### config.mk
export PLATFORM = sky130hd
export DESIGN_NAME = mips_harvard_bus_bridge
export DESIGN_NICKNAME = d
export VERILOG_FILES = /design/src/rtl/mips_bus_pkg.sv /design/src/rtl/mips_fetch_buffer.sv /design/src/rtl/mips_harvard_bus_bridge.sv
export SDC_FILE = /design/constraint.sdc
export NUM_CORES = 1
export LEC_CHECK = 0
export ABC_AREA = 1
export ABC_CLOCK_PERIOD_IN_PS = 3050
export BUFFER_PORTS_ARGS = -buffer_cell sky130_fd_sc_hd__buf_2
export CORE_MARGIN = 2
export CORE_UTILIZATION = 49
export DETAILED_ROUTE_END_ITERATION = 6
export PLACE_DENSITY = 0.83
export SLEW_MARGIN = 20
export SYNTH_ARGS = -nofsm -noshare
export SYNTH_HDL_FRONTEND = slang
export SYNTH_SLANG_ARGS = --single-unit
### constraint.sdc
create_clock -name clk -period 3.05 [get_ports clk]
set_input_delay 0.1525 -clock clk [delete_from_list [all_inputs] [get_ports clk]]
set_output_delay 0.1525 -clock clk [all_outputs]
set_load 0.05 [all_outputs]
### src/rtl/mips_bus_pkg.sv
// Shared definitions for the MIPS Harvard-to-single-bus bridge.
package mips_bus_pkg;

    localparam int ADDR_W_DEF = 32;
    localparam int DATA_W_DEF = 32;

    typedef enum logic [1:0] {
        IDLE  = 2'd0,
        FETCH = 2'd1,
        DATA  = 2'd2
    } bridge_state_t;

endpackage

### src/rtl/mips_fetch_buffer.sv
// Single-entry buffer holding the most recently fetched instruction word.
module mips_fetch_buffer
    import mips_bus_pkg::*;
#(
    parameter int ADDR_W = ADDR_W_DEF,
    parameter int DATA_W = DATA_W_DEF
)(
    input  logic              clk,
    input  logic              reset,
    input  logic              fill_en,
    input  logic [ADDR_W-1:0] fill_addr,
    input  logic [DATA_W-1:0] fill_data,
    input  logic              inval_en,
    input  logic [ADDR_W-1:0] inval_addr,
    input  logic [ADDR_W-1:0] lookup_addr,
    output logic              hit,
    output logic [DATA_W-1:0] hit_data
);

    logic              valid_q;
    logic [ADDR_W-1:0] tag_q;
    logic [DATA_W-1:0] data_q;

    always_ff @(posedge clk) begin
        if (reset) begin
            valid_q <= 1'b0;
        end else if (fill_en) begin
            valid_q <= 1'b1;
        end else if (inval_en && (inval_addr == tag_q)) begin
            valid_q <= 1'b0;
        end
    end

    // Tag and data carry no reset: they are only observed while valid_q is set.
    always_ff @(posedge clk) begin
        if (fill_en) begin
            tag_q  <= fill_addr;
            data_q <= fill_data;
        end
    end

    assign hit      = valid_q && (lookup_addr == tag_q);
    assign hit_data = data_q;

endmodule

### src/rtl/mips_harvard_bus_bridge.sv
// Merges MIPS instruction and data ports onto one waitrequest-style bus.
// Optional single-word fetch buffer enabled by defining BRIDGE_FETCH_BUFFER_EN.
module mips_harvard_bus_bridge
    import mips_bus_pkg::*;
#(
    parameter  int ADDR_W = ADDR_W_DEF,
    parameter  int DATA_W = DATA_W_DEF,
    localparam int BE_W   = DATA_W / 8
)(
    input  logic              clk,
    input  logic              reset,
    input  logic [ADDR_W-1:0] instr_address,
    input  logic              instr_read,
    output logic [DATA_W-1:0] instr_readdata,
    output logic              instr_ack,
    input  logic [ADDR_W-1:0] data_address,
    input  logic              data_read,
    input  logic              data_write,
    input  logic [DATA_W-1:0] data_writedata,
    input  logic [BE_W-1:0]   data_byteenable,
    output logic [DATA_W-1:0] data_readdata,
    output logic              data_ack,
    output logic [ADDR_W-1:0] address,
    output logic              read,
    output logic              write,
    output logic [BE_W-1:0]   byteenable,
    output logic [DATA_W-1:0] writedata,
    input  logic [DATA_W-1:0] readdata,
    input  logic              waitrequest
);

    localparam int OFF_W = $clog2(BE_W);

    function automatic logic [ADDR_W-1:0] word_align(input logic [ADDR_W-1:0] a);
        return {a[ADDR_W-1:OFF_W], {OFF_W{1'b0}}};
    endfunction

    bridge_state_t     state_q, state_d;
    logic              read_d, write_d, iack_d, dack_d;
    logic [ADDR_W-1:0] address_d;
    logic [BE_W-1:0]   be_d;
    logic [DATA_W-1:0] wdata_d, ird_d, drd_d;
    logic              data_pend, instr_pend;
    logic              buf_hit;
    logic [DATA_W-1:0] buf_data;

`ifdef BRIDGE_FETCH_BUFFER_EN
    logic fill_en, inval_en;

    assign fill_en  = (state_q == FETCH) && !waitrequest;
    assign inval_en = (state_q == DATA) && write && !waitrequest;

    mips_fetch_buffer #(
        .ADDR_W(ADDR_W),
        .DATA_W(DATA_W)
    ) u_fetch_buffer (
        .clk        (clk),
        .reset      (reset),
        .fill_en    (fill_en),
        .fill_addr  (address),
        .fill_data  (readdata),
        .inval_en   (inval_en),
        .inval_addr (address),
        .lookup_addr(word_align(instr_address)),
        .hit        (buf_hit),
        .hit_data   (buf_data)
    );
`else
    assign buf_hit  = 1'b0;
    assign buf_data = '0;
`endif

    // A request still visible during its own ack cycle is the one just served.
    assign data_pend  = (data_read || data_write) && !data_ack;
    assign instr_pend = instr_read && !instr_ack;

    always_comb begin
        state_d   = state_q;
        read_d    = read;
        write_d   = write;
        address_d = address;
        be_d      = byteenable;
        wdata_d   = writedata;
        iack_d    = 1'b0;
        dack_d    = 1'b0;
        ird_d     = instr_readdata;
        drd_d     = data_readdata;
        case (state_q)
            IDLE: begin
                if (data_pend) begin
                    state_d   = DATA;
                    address_d = word_align(data_address);
                    be_d      = data_byteenable;
                    if (data_write) begin
                        write_d = 1'b1;
                        wdata_d = data_writedata;
                    end else begin
                        read_d = 1'b1;
                    end
                end else if (instr_pend) begin
                    if (buf_hit) begin
                        iack_d = 1'b1;
                        ird_d  = buf_data;
                    end else begin
                        state_d   = FETCH;
                        read_d    = 1'b1;
                        address_d = word_align(instr_address);
                        be_d      = '1;
                    end
                end
            end
            FETCH: begin
                if (!waitrequest) begin
                    state_d = IDLE;
                    read_d  = 1'b0;
                    iack_d  = 1'b1;
                    ird_d   = readdata;
                end
            end
            DATA: begin
                if (!waitrequest) begin
                    state_d = IDLE;
                    read_d  = 1'b0;
                    write_d = 1'b0;
                    dack_d  = 1'b1;
                    if (read) begin
                        drd_d = readdata;
                    end
                end
            end
            default: begin
                state_d = IDLE;
                read_d  = 1'b0;
                write_d = 1'b0;
            end
        endcase
    end

    always_ff @(posedge clk) begin
        if (reset) begin
            state_q        <= IDLE;
            read           <= 1'b0;
            write          <= 1'b0;
            instr_ack      <= 1'b0;
            data_ack       <= 1'b0;
            address        <= '0;
            byteenable     <= '0;
            writedata      <= '0;
            instr_readdata <= '0;
            data_readdata  <= '0;
        end else begin
            state_q        <= state_d;
            read           <= read_d;
            write          <= write_d;
            instr_ack      <= iack_d;
            data_ack       <= dack_d;
            address        <= address_d;
            byteenable     <= be_d;
            writedata      <= wdata_d;
            instr_readdata <= ird_d;
            data_readdata  <= drd_d;
        end
    end

endmodule

* Word-level counts from Yosys, hierarchy flattened
Index checks and enable logic that the tools add are counted.
** Cells by class
- Equal/unequal tests :: 8
- Muxes and demuxes :: 17
- Bitwise logic cells :: 3
- Reductions and logical operators :: 17
** Operators with widths (count)
- two-way mux 32 bit :: 2
- AND reduction 3 bit :: 3
- two-way mux 4 bit :: 2
- inequality test 2 bit, second input constant :: 4
- two-way mux 1 bit :: 7
- two-way mux 2 bit :: 3
- inequality test 3 bit, second input constant :: 2
- AND reduction 2 bit :: 3
- OR reduction 2 bit :: 3
- one-hot mux 2 bit (2 select lines) :: 1
- AND reduction 4 bit :: 1
- NOT 1 bit :: 3
- one-hot mux 1 bit (3 select lines) :: 1
- == test 2 x 1 -> 1 bit, second input constant :: 1
- == test 2 bit, second input constant :: 1
- logical AND 1 bit :: 2
- zero test 1 bit :: 2
- zero test 2 bit :: 1
- one-hot mux 1 bit (2 select lines) :: 1
- nonzero test 2 bit :: 1
- logical OR 1 bit :: 1
** Storage, ports and cells
- Flip-flop bits (word level) :: 138
- Input bits :: 138
- Output and inout port bits :: 136
- Word-level logic and storage cells :: 55

* Depth between registers and ports, before layout
Gate-level depths: netlist (run 1).
- Depth in word-level cells :: 5
- Gate-level depth with buffers :: 8
- Mapped depth without buffers :: 6

* Worst setup path before layout (run 1)
OpenSTA, ideal clock, no wires.
- Kind :: reg-to-reg
- Start point :: register data_ack
- End point :: register address[10]
- Setup time :: 117 ps
- Arrival :: 1387 ps
- Required time :: 2933 ps
- Slack :: 1547 ps
- Stages on the path, launching flop included :: 7
- Buffers on the path :: 1
- Clock period less this slack :: 1503 ps
- Path through :: dfxtp_1 > inv_1 > o21ai_2 > nand2_2 > clkbuf_1 > a21oi_1 > nor2_1
** Between the ends
- Word-level cells in the longest chain between the ends :: 4
- Elaborated cells on any way between the ends :: 5
** Ends and longest elaborated chain
- start: declaration :: RTL line mips_harvard_bus_bridge.sv:22 : output logic data_ack,
- start signal: assignment :: RTL line mips_harvard_bus_bridge.sv:156 : data_ack <= dack_d;
- zero test 1 bit (*) :: RTL line mips_harvard_bus_bridge.sv:74 : assign data_pend = (data_read || data_write) && !data_ack;
- logical AND 1 bit (*) :: RTL line mips_harvard_bus_bridge.sv:74
- nonzero test 2 bit (no source line)
- AND reduction 2 bit (no source line)
- end signal: assignment :: RTL line mips_harvard_bus_bridge.sv:157 : address <= address_d;
- end: declaration :: RTL line mips_harvard_bus_bridge.sv:23 : output logic [ADDR_W-1:0] address,
Every way passes the cells marked *; elsewhere a longest branch is shown, timed or not.
A chain may end at the register's enable or synchronous reset.

* Final worst setup path (run 1)
- Start point :: register state_q[0]
- End point :: register write
** Between the ends
- Word-level cells in the longest chain between the ends :: 3
- Elaborated cells on any way between the ends :: 9
** Ends and longest elaborated chain
- start: declaration :: RTL line mips_harvard_bus_bridge.sv:38 : bridge_state_t state_q, state_d;
- start signal: assignment :: RTL line mips_harvard_bus_bridge.sv:152 : state_q <= state_d;
- == test 2 bit (tied with other cells) :: RTL line mips_harvard_bus_bridge.sv:88 : case (state_q)
- inequality test 2 bit (no source line) / NOT 1 bit (equally long branches)
- AND reduction 4 bit (no source line)
- end signal: assignment :: RTL line mips_harvard_bus_bridge.sv:154 : write <= write_d;
- end: declaration :: RTL line mips_harvard_bus_bridge.sv:25 : output logic write,
Several ways; a longest one is shown, not always the timed one.

==> results of run 1 <==
==> metrics by stage <==
| stage | utilization (%) | instances | hold WS (ns) | worst slack [ns] | area (um2) |
|---|---|---|---|---|---|
| floorplan | - | 715 | 0.222 | 1.55 | 5240 |
| global placement | 63.5 | 1076 | 0.387 | 1.23 | 6590 |
| detailed placement | 63.5 | 1076 | 0.393 | 1.22 | 6590 |
| CTS | 81.2 | 1236 | 0.00563 | 0.673 | 8420 |
| global route | 81.2 | 1237 | 0.0464 | 0.426 | 8420 |
| finish | 81.2 | 1237 | 0.0442 | 0.648 | 8420 |
==> metal layers <==
layer | vias to the layer above | track usage [%]
met5 | - | 0
met4 | 0 | 22.0
met3 | 110 | 11.7
met2 | 450 | 57.6
met1 | 2946 | 35.2
li1 | 3038 | -
==> area by class of cell <==
type	instances	area [um2]	area share, %
flip-flops and latches	136	2720	32.3
diodes	1	2.50	0.0297
well taps	136	170	2.02
clock buffers	17	414	4.92
inverters	43	161	1.92
multi-input cells	485	2130	25.3
clock inverters	14	126	1.50
repair buffers	405	2700	32.0
==> timing repair <==
action,4_1_cts,5_1_grt
hold buffers,129,0
setup buffers,0,0
hold endpoints to repair,134,0
==> how the worst max path moves through the flow <==
stage / slack (ns) / endpoint / depth (start not counted) / start
floorplan: 1.55 / address[10]$_SDFFE_PP0P_ / 6 / data_ack$_SDFF_PP0_
global placement: 1.23 / write$_SDFFE_PP0P_ / 6 / state_q[0]$_SDFFE_PP0P_
detailed placement: 1.22 / write$_SDFFE_PP0P_ / 6 / state_q[0]$_SDFFE_PP0P_
CTS: 0.67 / write$_SDFFE_PP0P_ / 7 / state_q[0]$_SDFFE_PP0P_
global route: 0.43 / write$_SDFFE_PP0P_ / 7 / state_q[1]$_SDFFE_PP0P_
finish: 0.65 / write$_SDFFE_PP0P_ / 7 / state_q[0]$_SDFFE_PP0P_
==> cell usage in the layout, fill, tap and decap left out <==
| master | n |
|---|---|
| a21oi_1 | 71 |
| diode_2 | 1 |
| clkinv_2 | 4 |
| nand2_2 | 1 |
| clkinv_4 | 4 |
| nand2_1 | 104 |
| dlygate4sd3_1 | 129 |
| nor2_2 | 1 |
| dfxtp_1 | 136 |
| nand3_1 | 4 |
| clkbuf_8 | 1 |
| nand3_2 | 2 |
| o21ai_1 | 96 |
| o21ai_0 | 35 |
| buf_4 | 9 |
| o21ai_2 | 1 |
| buf_2 | 267 |
| clkinvlp_4 | 2 |
| inv_6 | 3 |
| nor2_1 | 165 |
| ha_1 | 3 |
| inv_1 | 39 |
| conb_1 | 2 |
| clkbuf_16 | 16 |
| bufinv_16 | 1 |
| inv_2 | 4 |
==> Yosys cell counts, types with 2 or more instances <==
| cell | number |
|---|---|
| a21oi_1 | 71 |
| buf_2 | 11 |
| dfxtp_1 | 136 |
| o21ai_0 | 35 |
| inv_1 | 39 |
| nand3_1 | 5 |
| buf_1 | 4 |
| buf_4 | 2 |
| buf_6 | 3 |
| ha_1 | 3 |
| clkbuf_1 | 31 |
| nand2_1 | 104 |
| nor2_1 | 165 |
| inv_2 | 4 |
| o21ai_1 | 96 |
==> critical path, cell delays in order, from the launching register on <==
cell and delay [ns]:
dfxtp_1 0.31, inv_1 0.09, ha_1 0.20, nand3_2 0.36, inv_2 0.58, nand2_1 0.09
a21oi_1 0.16, dlygate4sd3_1 0.56
==> where the power goes <==
group	switching, mW	internal [mW]	leakage (nW)	total, mW
clock	0.791	1.08	0.265	1.87
combinational	1.68	0.637	2.75	2.31
sequential	0.135	2.04	1.11	2.18
total	2.60	3.76	4.13	6.36
==> flip-flops by register name, indices dropped and copies added, names as in the netlist <==
signal          flops
data_readdata      32
instr_readdata     32
writedata          32
address            30
byteenable          4
state_q             2
data_ack            1
instr_ack           1
read                1
write               1
==> kinds of logic (layout without fill, tap and decap cells) <==
family	Yosys count	after routing	synth area share, %
and+or+nand+nor	277	277	20.2
AOI/OAI and AO/OA	203	203	19.5
DFF	136	136	52.0
buffers and inverters	94	479	7.57
adders and majority gates	3	3	0.717
other	1	3	0.0716
==> impl_metrics.json, run 1 <==
{
  "outcome": "complete, no violations",
  "hold_viol_final": 0,
  "finClkSkew_ns": 0.00804,
  "setup_viol": 0,
  "first_pass_iters": 7,
  "cts.clk_slew.worst_paths_ns": 0.06,
  "cp_max_fo": 33,
  "grt_max_degree": 84,
  "post-route-min-period_ns": 2.40,
  "async_reset_ff_share_pct": 0,
  "cp.arrival_ns": 2.84,
  "routabilityCongestion": 0.800,
  "syn-cell-area_um2": 5240,
  "wl_um": 19700,
  "nets": 1229,
  "cts-root-buf": "clkbuf_8",
  "worstMarginPinSlew_ns": 0.703,
  "port_buffers": 267,
  "ant_nets": 0,
  "r2r_cells": 7,
  "max-cap-violations": 0,
  "yosysUniqueCellTypes": 20,
  "grt_pass1_wl_um": 30800,
  "drive_above_1_share_pct": 28.7,
  "max_freq_mhz": 416,
  "holdCritStartpoint": "instr_address[24]",
  "maxSlewViolCount": 0,
  "rrSetupSlack_ns": 0.65,
  "h-tree-depth": 4,
  "yosys.area.top_type_share_pct": 52.0,
  "p_total_mw": 6.36,
  "top_layer": "met4",
  "avgSynthCellArea_um2": 7.34,
  "fill_cells": 616,
  "irDropWorstVdd_uv": 467,
  "antenna_found_initial": 1,
  "ys.flop_type": "dfxtp_1",
  "vias": 6544,
  "design.core.area_um2": 10400,
  "crit-reg2reg-capture": "write$_SDFFE_PP0P_",
  "cts_tree": "built",
  "maxSlewHeadroom_pct": 53.0,
  "ys_ff_latch": 136,
  "avgRoutedWirePerCell_um": 15.9,
  "die_h_um": 107,
  "initialDrtViolationCount": 605,
  "die_x_um": 107,
  "die_area_um2": 11500,
  "p_per_area_nw_per_um2": 756,
  "crit_required_ns": 3.49,
  "grt_usage_pct": 33.8,
  "routed_via_density": 5.29,
  "synth-edff-count": 0,
  "finalSetupTns_ns": 0,
  "r2r_start": "state_q[0]$_SDFFE_PP0P_",
  "power_leakage_nw": 4.13,
  "wl_met2_um": 9620,
  "tritoncts.num_buffers": 17,
  "hold_path_class": "in2reg",
  "synth.area.top_cells": "dfxtp_1, nor2_1, o21ai_1, nand2_1, a21oi_1",
  "yosysWarnings": 0,
  "crit_type": "reg2reg",
  "wl_met1_um": 6860,
  "insertion_delay_ns": 0.50,
  "wl_met3_um": 1990,
  "initial_utilization_pct": 50.5,
  "synth_top_area_cell": "dfxtp_1",
  "num_io_pins": 274,
  "min_to": "address[24]$_SDFFE_PP0P_",
  "whs_path_depth": 5,
  "cts_resized": 0,
  "area_delta_synth_final_pct": 60.8,
  "grt_setup_unrepaired": "false",
  "drc": 0,
  "synthCells": 714,
  "seq_area_frac_synth_pct": 52.0,
  "post-dp-hpwl_um": 10100,
  "grt_pass1_vias": 6538,
  "fin_crit_sh_pct": 78.8,
  "clockBufferDepth": 2,
  "overflow": 0,
  "startpoint_type": "flip-flop",
  "row_count": 37,
  "clkSinkCount": 136,
  "end_kind": "flip-flop"
}
Power figures use the tool's default switching activity.
==> run 2: changes to the inputs <==
--- a/config.mk
+++ b/config.mk
@@ -5,13 +5,13 @@
 export SDC_FILE = /design/constraint.sdc
 export NUM_CORES = 1
 export LEC_CHECK = 0
-export ABC_AREA = 1
-export ABC_CLOCK_PERIOD_IN_PS = 3050
+export ABC_AREA = 0
+export ABC_CLOCK_PERIOD_IN_PS = 2400
 export BUFFER_PORTS_ARGS = -buffer_cell sky130_fd_sc_hd__buf_2
 export CORE_MARGIN = 2
-export CORE_UTILIZATION = 49
+export CORE_UTILIZATION = 47
 export DETAILED_ROUTE_END_ITERATION = 6
-export PLACE_DENSITY = 0.83
+export PLACE_DENSITY = 0.78
 export SLEW_MARGIN = 20
 export SYNTH_ARGS = -nofsm -noshare
 export SYNTH_HDL_FRONTEND = slang
==> constraint.sdc (replaced) <==
create_clock -name clk -period 2.4 [get_ports clk]
set_input_delay 0.12 -clock clk [delete_from_list [all_inputs] [get_ports clk]]
set_output_delay 0.12 -clock clk [all_outputs]
set_load 0.05 [all_outputs]
==> impl_metrics.json, run 2 <==
{
  "outcome": "complete, no violations",
  "yosysUniqueCellTypes": 35,
  "rrSetupSlack_ns": 0.71,
  "wl_met1_um": 7200,
  "first_pass_iters": 7,
  "crit_type": "reg2reg",
  "grt_pass1_wl_um": 28000,
  "maxSlewHeadroom_pct": 31.9,
  "port_buffers": 267,
  "cp.arrival_ns": 1.93,
  "num_io_pins": 274,
  "crit_required_ns": 2.64,
  "cts-root-buf": "clkbuf_16",
  "design.core.area_um2": 12000,
  "post-dp-hpwl_um": 10900,
  "drive_above_1_share_pct": 35.0,
  "die_h_um": 115,
  "row_count": 40,
  "cts_tree": "built",
  "h-tree-depth": 4,
  "crit_path_start": "state_q[1]$_SDFFE_PP0P_",
  "postLayoutCellArea_um2": 8420,
  "vias": 6122,
  "avgRoutedWirePerCell_um": 16.1,
  "fill_cells": 868,
  "cp_cell_sequence": "inv_1 > ha_2 > buf_12 > nand2b_1 > o22ai_1 > a211oi_2",
  "end_kind": "flip-flop",
  "clkSinkCount": 136,
  "postLayoutCoreUtil_pct": 70.1,
  "drc": 0,
  "area_delta_synth_final_pct": 45.8,
  "initialDrtViolationCount": 461,
  "p_total_mw": 7.29,
  "max_stage_delay_ns": 0.34,
  "synth.area.top_cells": "dfxtp_1, nand2_1, a21oi_1, a211oi_2, nand4bb_1",
  "cts.clk_slew.worst_paths_ns": 0.06,
  "grt_usage_pct": 27.1,
  "post-synth-top-count-cell": "nand2_1",
  "largestRegisters": "data_readdata (32), instr_readdata (32), writedata (32)",
  "syn-cell-area_um2": 5770,
  "die_x_um": 115,
  "clockBufferDepth": 2,
  "layout_common_cells": "buf_2, nand2_1, dfxtp_1, a21oi_1, dlygate4sd3_1",
  "ys_ff_latch": 136,
  "routed_via_density": 5.36,
  "nets": 1123,
  "seqCellArea_um2": 2720,
  "crit-reg2reg-capture": "address[9]$_SDFFE_PP0P_",
  "irDropWorstVdd_uv": 603,
  "synthCells": 678,
  "hold_path_class": "in2reg",
  "die_area_um2": 13200,
  "setup_viol": 0,
  "post-route-min-period_ns": 1.69,
  "ys.flop_type": "dfxtp_1",
  "initial_utilization_pct": 48.1,
  "multi_input_area_um2": 2720,
  "maxSlewViolCount": 0,
  "yosysWarnings": 0,
  "power_leakage_nw": 3.69,
  "wl_met3_um": 1540,
  "crit_slowest_cell": "dfxtp_1",
  "r2r_start": "state_q[1]$_SDFFE_PP0P_",
  "hold_viol_final": 0,
  "finClkSkew_ns": 0.00498,
  "fin_cells": 1143,
  "routabilityCongestion": 0.786,
  "seq_area_frac_synth_pct": 47.2,
  "startpoint_type": "flip-flop",
  "grt_setup_unrepaired": "false",
  "max_freq_mhz": 590,
  "wl_met2_um": 9110,
  "antenna_found_initial": 0,
  "synth-edff-count": 0,
  "insertion_delay_ns": 0.41,
  "grt_pass1_vias": 5822,
  "dpl.cell_count": 1043,
  "avgSynthCellArea_um2": 8.51,
  "tritoncts.num_buffers": 17,
  "finalSetupTns_ns": 0,
  "place_area_um2": 7140,
  "crit_path_end": "address[9]$_SDFFE_PP0P_",
  "overflow": 0,
  "max-cap-violations": 0,
  "worstMarginPinSlew_ns": 1.02,
  "ant_nets": 0,
  "wl_um": 18400,
  "synth_top_area_cell": "dfxtp_1",
  "layout.cells.most_common": "buf_2",
  "top_layer": "met4",
  "cp_max_fo": 92,
  "r2r_cells": 6,
  "fin_crit_sh_pct": 70.6,
  "synth_commonest_cells": "nand2_1, dfxtp_1, a21oi_1, buf_2, nand2b_1",
  "async_reset_ff_share_pct": 0,
  "yosys.area.top_type_share_pct": 47.2,
  "grt_max_degree": 93,
  "p_per_area_nw_per_um2": 866
}
==> run 2: cell types whose count changed after synthesis, moves of 28 or more <==
cell       change
nand2_1       +93
o22ai_1       +28
a21oi_1       +28
nand4bb_1     +28
nor2_1       -164
a211oi_2      +28
inv_1         -34
o21ai_1       -96
nand2b_1      +30
==> run 2: worst min path at each step <==
stage | from | end | slack, ns | cells after the start
final | waitrequest | data_ack$_SDFF_PP0_ | 0.01 | 2
after global routing | data_byteenable[1] | byteenable[1]$_SDFFE_PP0P_ | 0.01 | 2
after CTS | waitrequest | data_ack$_SDFF_PP0_ | 0.0004 | 2
after detailed placement | data_writedata[28] | writedata[28]$_SDFFE_PP0P_ | 0.37 | 3
after global placement | data_writedata[28] | writedata[28]$_SDFFE_PP0P_ | 0.36 | 3
after floorplan | waitrequest | data_ack$_SDFF_PP0_ | 0.20 | 1
==> run 2: per-stage QoR <==
stage          setup WS [ns]  hold slack [ns]
2_1_floorplan          0.821            0.196
3_3_place_gp           0.706            0.363
3_5_place_dp           0.664            0.366
4_1_cts                0.726         0.000427
5_1_grt                0.628           0.0117
6_report               0.706           0.0103
==> run 2: critical path: cells and delay by family (launching register included) <==
kind	cells	cell delay (ns)
flops	1	0.34
compound gates	2	0.33
buf+inv	2	0.42
fa+ha+maj	1	0.25
simple gates	1	0.12
==> run 2: where the power goes <==
part | leakage, nW | total (mW) | switching [mW] | internal (mW)
sequential | 1.11 | 2.59 | 0.128 | 2.47
clock | 0.289 | 2.62 | 0.981 | 1.64
combinational | 2.29 | 2.07 | 1.43 | 0.640
==> run 2: cell families (layout without fill, tap and decap cells) <==
kind of cell    Yosys count  in the layout  share of synthesized area, %
fa+ha+maj                 3              3                         0.650
simple gates            268            268                          23.2
other cells               1              3                        0.0650
mux                       2              2                         0.347
flops                   136            136                          47.2
buf+inv                  69            385                          5.94
compound gates          199            199                          22.7
==> run 2: layer usage <==
layer / vias up / GRT usage (%)
met2: 278 / 47.8
met4: 0 / 12.6
met1: 2842 / 29.6
met5: - / 0
li1: 2947 / -
met3: 55 / 8.91
==> run 2: final cells by class <==
cell class | instances | area share (%)
inverters | 5 | 0.223
diodes | 1 | 0.0297
clock buffers | 22 | 5.75
multi-input cells | 474 | 32.4
well taps | 147 | 2.19
clock inverters | 10 | 1.37
repair buffers | 348 | 25.7
flip-flops and latches | 136 | 32.4
==> run 2: repair_timing <==
item | 4_1_cts | 5_1_grt
hold buffers | 67 | 0
resized for setup | 0 | 0
buffers inserted | 0 | 0
hold endpoints to repair | 99 | 0
==> run 3: changes to the inputs <==
--- a/config.mk
+++ b/config.mk
@@ -6,12 +6,12 @@
 export NUM_CORES = 1
 export LEC_CHECK = 0
 export ABC_AREA = 0
-export ABC_CLOCK_PERIOD_IN_PS = 2400
+export ABC_CLOCK_PERIOD_IN_PS = 1500
 export BUFFER_PORTS_ARGS = -buffer_cell sky130_fd_sc_hd__buf_2
 export CORE_MARGIN = 2
-export CORE_UTILIZATION = 47
+export CORE_UTILIZATION = 42
 export DETAILED_ROUTE_END_ITERATION = 6
-export PLACE_DENSITY = 0.78
+export PLACE_DENSITY = 0.73
 export SLEW_MARGIN = 20
 export SYNTH_ARGS = -nofsm -noshare
 export SYNTH_HDL_FRONTEND = slang
==> constraint.sdc (replaced) <==
create_clock -name clk -period 1.5 [get_ports clk]
set_input_delay 0.075 -clock clk [delete_from_list [all_inputs] [get_ports clk]]
set_output_delay 0.075 -clock clk [all_outputs]
set_load 0.05 [all_outputs]
==> impl_metrics.json, run 3 (synthesis results as in run 2) <==
{
  "r2r_start": "state_q[0]$_SDFFE_PP0P_",
  "p_per_area_nw_per_um2": 1310,
  "whs_path_depth": 3,
  "clkSinkCount": 136,
  "clockBufferDepth": 2,
  "layout_common_cells": "buf_2, nand2_1, dfxtp_1, a21oi_1, dlygate4sd3_1",
  "power_leakage_nw": 3.77,
  "routabilityCongestion": 0.805,
  "place_area_um2": 7400,
  "die_area_um2": 14700,
  "startpoint_type": "flip-flop",
  "cp_cell_sequence": "inv_1 > ha_4 > and3b_1 > buf_12 > nand2_1 > a21oi_1",
  "drc": 0,
  "grt_pass1_vias": 5921,
  "crit-reg2reg-capture": "writedata[9]$_SDFFE_PP0P_",
  "hold_viol_final": 0,
  "hold_path_class": "in2reg",
  "area_delta_synth_final_pct": 49.9,
  "row_count": 42,
  "max_freq_mhz": 692,
  "worstMarginPinSlew_ns": 0.634,
  "maxSlewHeadroom_pct": 57.6,
  "fin_crit_sh_pct": 96.3,
  "grt_pass1_wl_um": 28200,
  "cp.arrival_ns": 1.78,
  "postLayoutCellArea_um2": 8650,
  "path_delay_family": "buffers and inverters",
  "drive_above_1_share_pct": 36.0,
  "die_h_um": 121,
  "tritoncts.num_buffers": 17,
  "layout.cells.most_common": "buf_2",
  "post-route-min-period_ns": 1.45,
  "ant_nets": 0,
  "initialDrtViolationCount": 326,
  "max_stage_delay_ns": 0.31,
  "routed_via_density": 5.14,
  "p_total_mw": 11.3,
  "antenna_found_initial": 0,
  "end_kind": "flip-flop",
  "vias": 6092,
  "cp_max_fo": 32,
  "grt_max_degree": 39,
  "finalWorstSetupSlack_ns": 0.0549,
  "finClkSkew_ns": 0.00816,
  "post-cts-setup-buffers": 0,
  "crit_slowest_cell": "dfxtp_1",
  "insertion_delay_ns": 0.42,
  "grt_usage_pct": 24.2,
  "outcome": "complete, no violations",
  "crit_required_ns": 1.83,
  "maxSlewViolCount": 0,
  "diodes": 0,
  "min_to": "address[31]$_SDFFE_PP0P_",
  "nets": 1139,
  "die_x_um": 121,
  "avgRoutedWirePerCell_um": 15.3,
  "first_pass_iters": 4,
  "cts-root-buf": "clkbuf_16",
  "h-tree-depth": 4,
  "crit_type": "reg2reg",
  "rrSetupSlack_ns": 0.05,
  "num_io_pins": 274,
  "crit_buf_inv": 2,
  "wl_um": 18100,
  "pre_cts_slack_ns": 0.0180,
  "port_buffers": 267,
  "setup_viol": 0,
  "overflow": 0,
  "cts.clk_slew.worst_paths_ns": 0.06,
  "cts_tree": "built",
  "design.core.area_um2": 13300,
  "irDropWorstVdd_uv": 825,
  "r2r_cells": 6,
  "largestRegisters": "data_readdata (32), instr_readdata (32), writedata (32)",
  "post-dp-hpwl_um": 11400,
  "max-cap-violations": 0,
  "holdCritStartpoint": "data_address[31]",
  "initial_utilization_pct": 43.3
}
## run 3: cell count changes in the layout (fill, tap and decap cells not counted), sizes merged
cell | previous run | this run
clkinvlp | 3 | 5
buf | 281 | 293
clkbuf | 22 | 20
inv | 7 | 5
bufinv | 2 | 0
dlygate4sd3 | 67 | 70
clkinv | 3 | 6
diode | 1 | 0
## run 3: how the worst max path moves through the flow
| stage | slack (ns) | endpoint | cells after the start | start |
|---|---|---|---|---|
| 2_1_floorplan | 0.07 | read$_SDFFE_PP0P_ | 6 | state_q[1]$_SDFFE_PP0P_ |
| 3_3_place_gp | 0.08 | writedata[11]$_SDFFE_PP0P_ | 6 | state_q[0]$_SDFFE_PP0P_ |
| 3_5_place_dp | 0.02 | writedata[9]$_SDFFE_PP0P_ | 6 | state_q[0]$_SDFFE_PP0P_ |
| 4_1_cts | 0.007 | writedata[9]$_SDFFE_PP0P_ | 6 | state_q[0]$_SDFFE_PP0P_ |
| 5_1_grt | -0.01 | writedata[26]$_SDFFE_PP0P_ | 6 | state_q[0]$_SDFFE_PP0P_ |
| 6_report | 0.05 | writedata[9]$_SDFFE_PP0P_ | 6 | state_q[0]$_SDFFE_PP0P_ |
## run 3: worst reg2reg max path, cell delays in order (launching register included)
cell and delay [ns]:
dfxtp_1 0.31, inv_1 0.13, ha_4 0.27, and3b_1 0.24, buf_12 0.19, nand2_1 0.08, a21oi_1 0.16
## run 3: metal layers
metal	routed length (um)	vias to the layer above	global-route usage, %
li1	-	2979	-
met1	7450	2808	27.8
met2	8820	261	41.8
met3	1380	44	6.48
met4	461	0	11.0
met5	0	-	0
## run 3: cell type report
cell class / count / area [um2]
flip-flops and latches: 136 / 2730
inverters: 5 / 18.8
clock buffers: 19 / 453
clock inverters: 11 / 78.8
fillers: 1112 / 4700
multi-input cells: 474 / 2740
repair buffers: 364 / 2420
well taps: 176 / 220
## run 3: stage by stage
step / setup TNS, ns / hold slack, ns / std cells / utilization (%)
after floorplan: 0 / 0.144 / 679 / -
after detailed placement: 0 / 0.322 / 1085 / 55.5
final: 0 / 0.0348 / 1185 / 64.8
after global placement: 0 / 0.315 / 1085 / 55.5
after global routing: -0.0385 / 0.0707 / 1185 / 64.8
after CTS: 0 / 0.0172 / 1185 / 64.7
## run 3: power by group
group	total, mW	leakage (nW)	internal, mW	switching [mW]
registers	4.14	1.11	3.95	0.195
clock network	3.73	0.249	2.17	1.56
logic	3.47	2.41	1.17	2.29
## run 3: timing repair
action | in CTS | in global routing
resized for setup | 0 | 3
hold buffers | 70 | 0
endpoints found under the hold margin | 102 | 0
setup endpoints to repair | 0 | 57
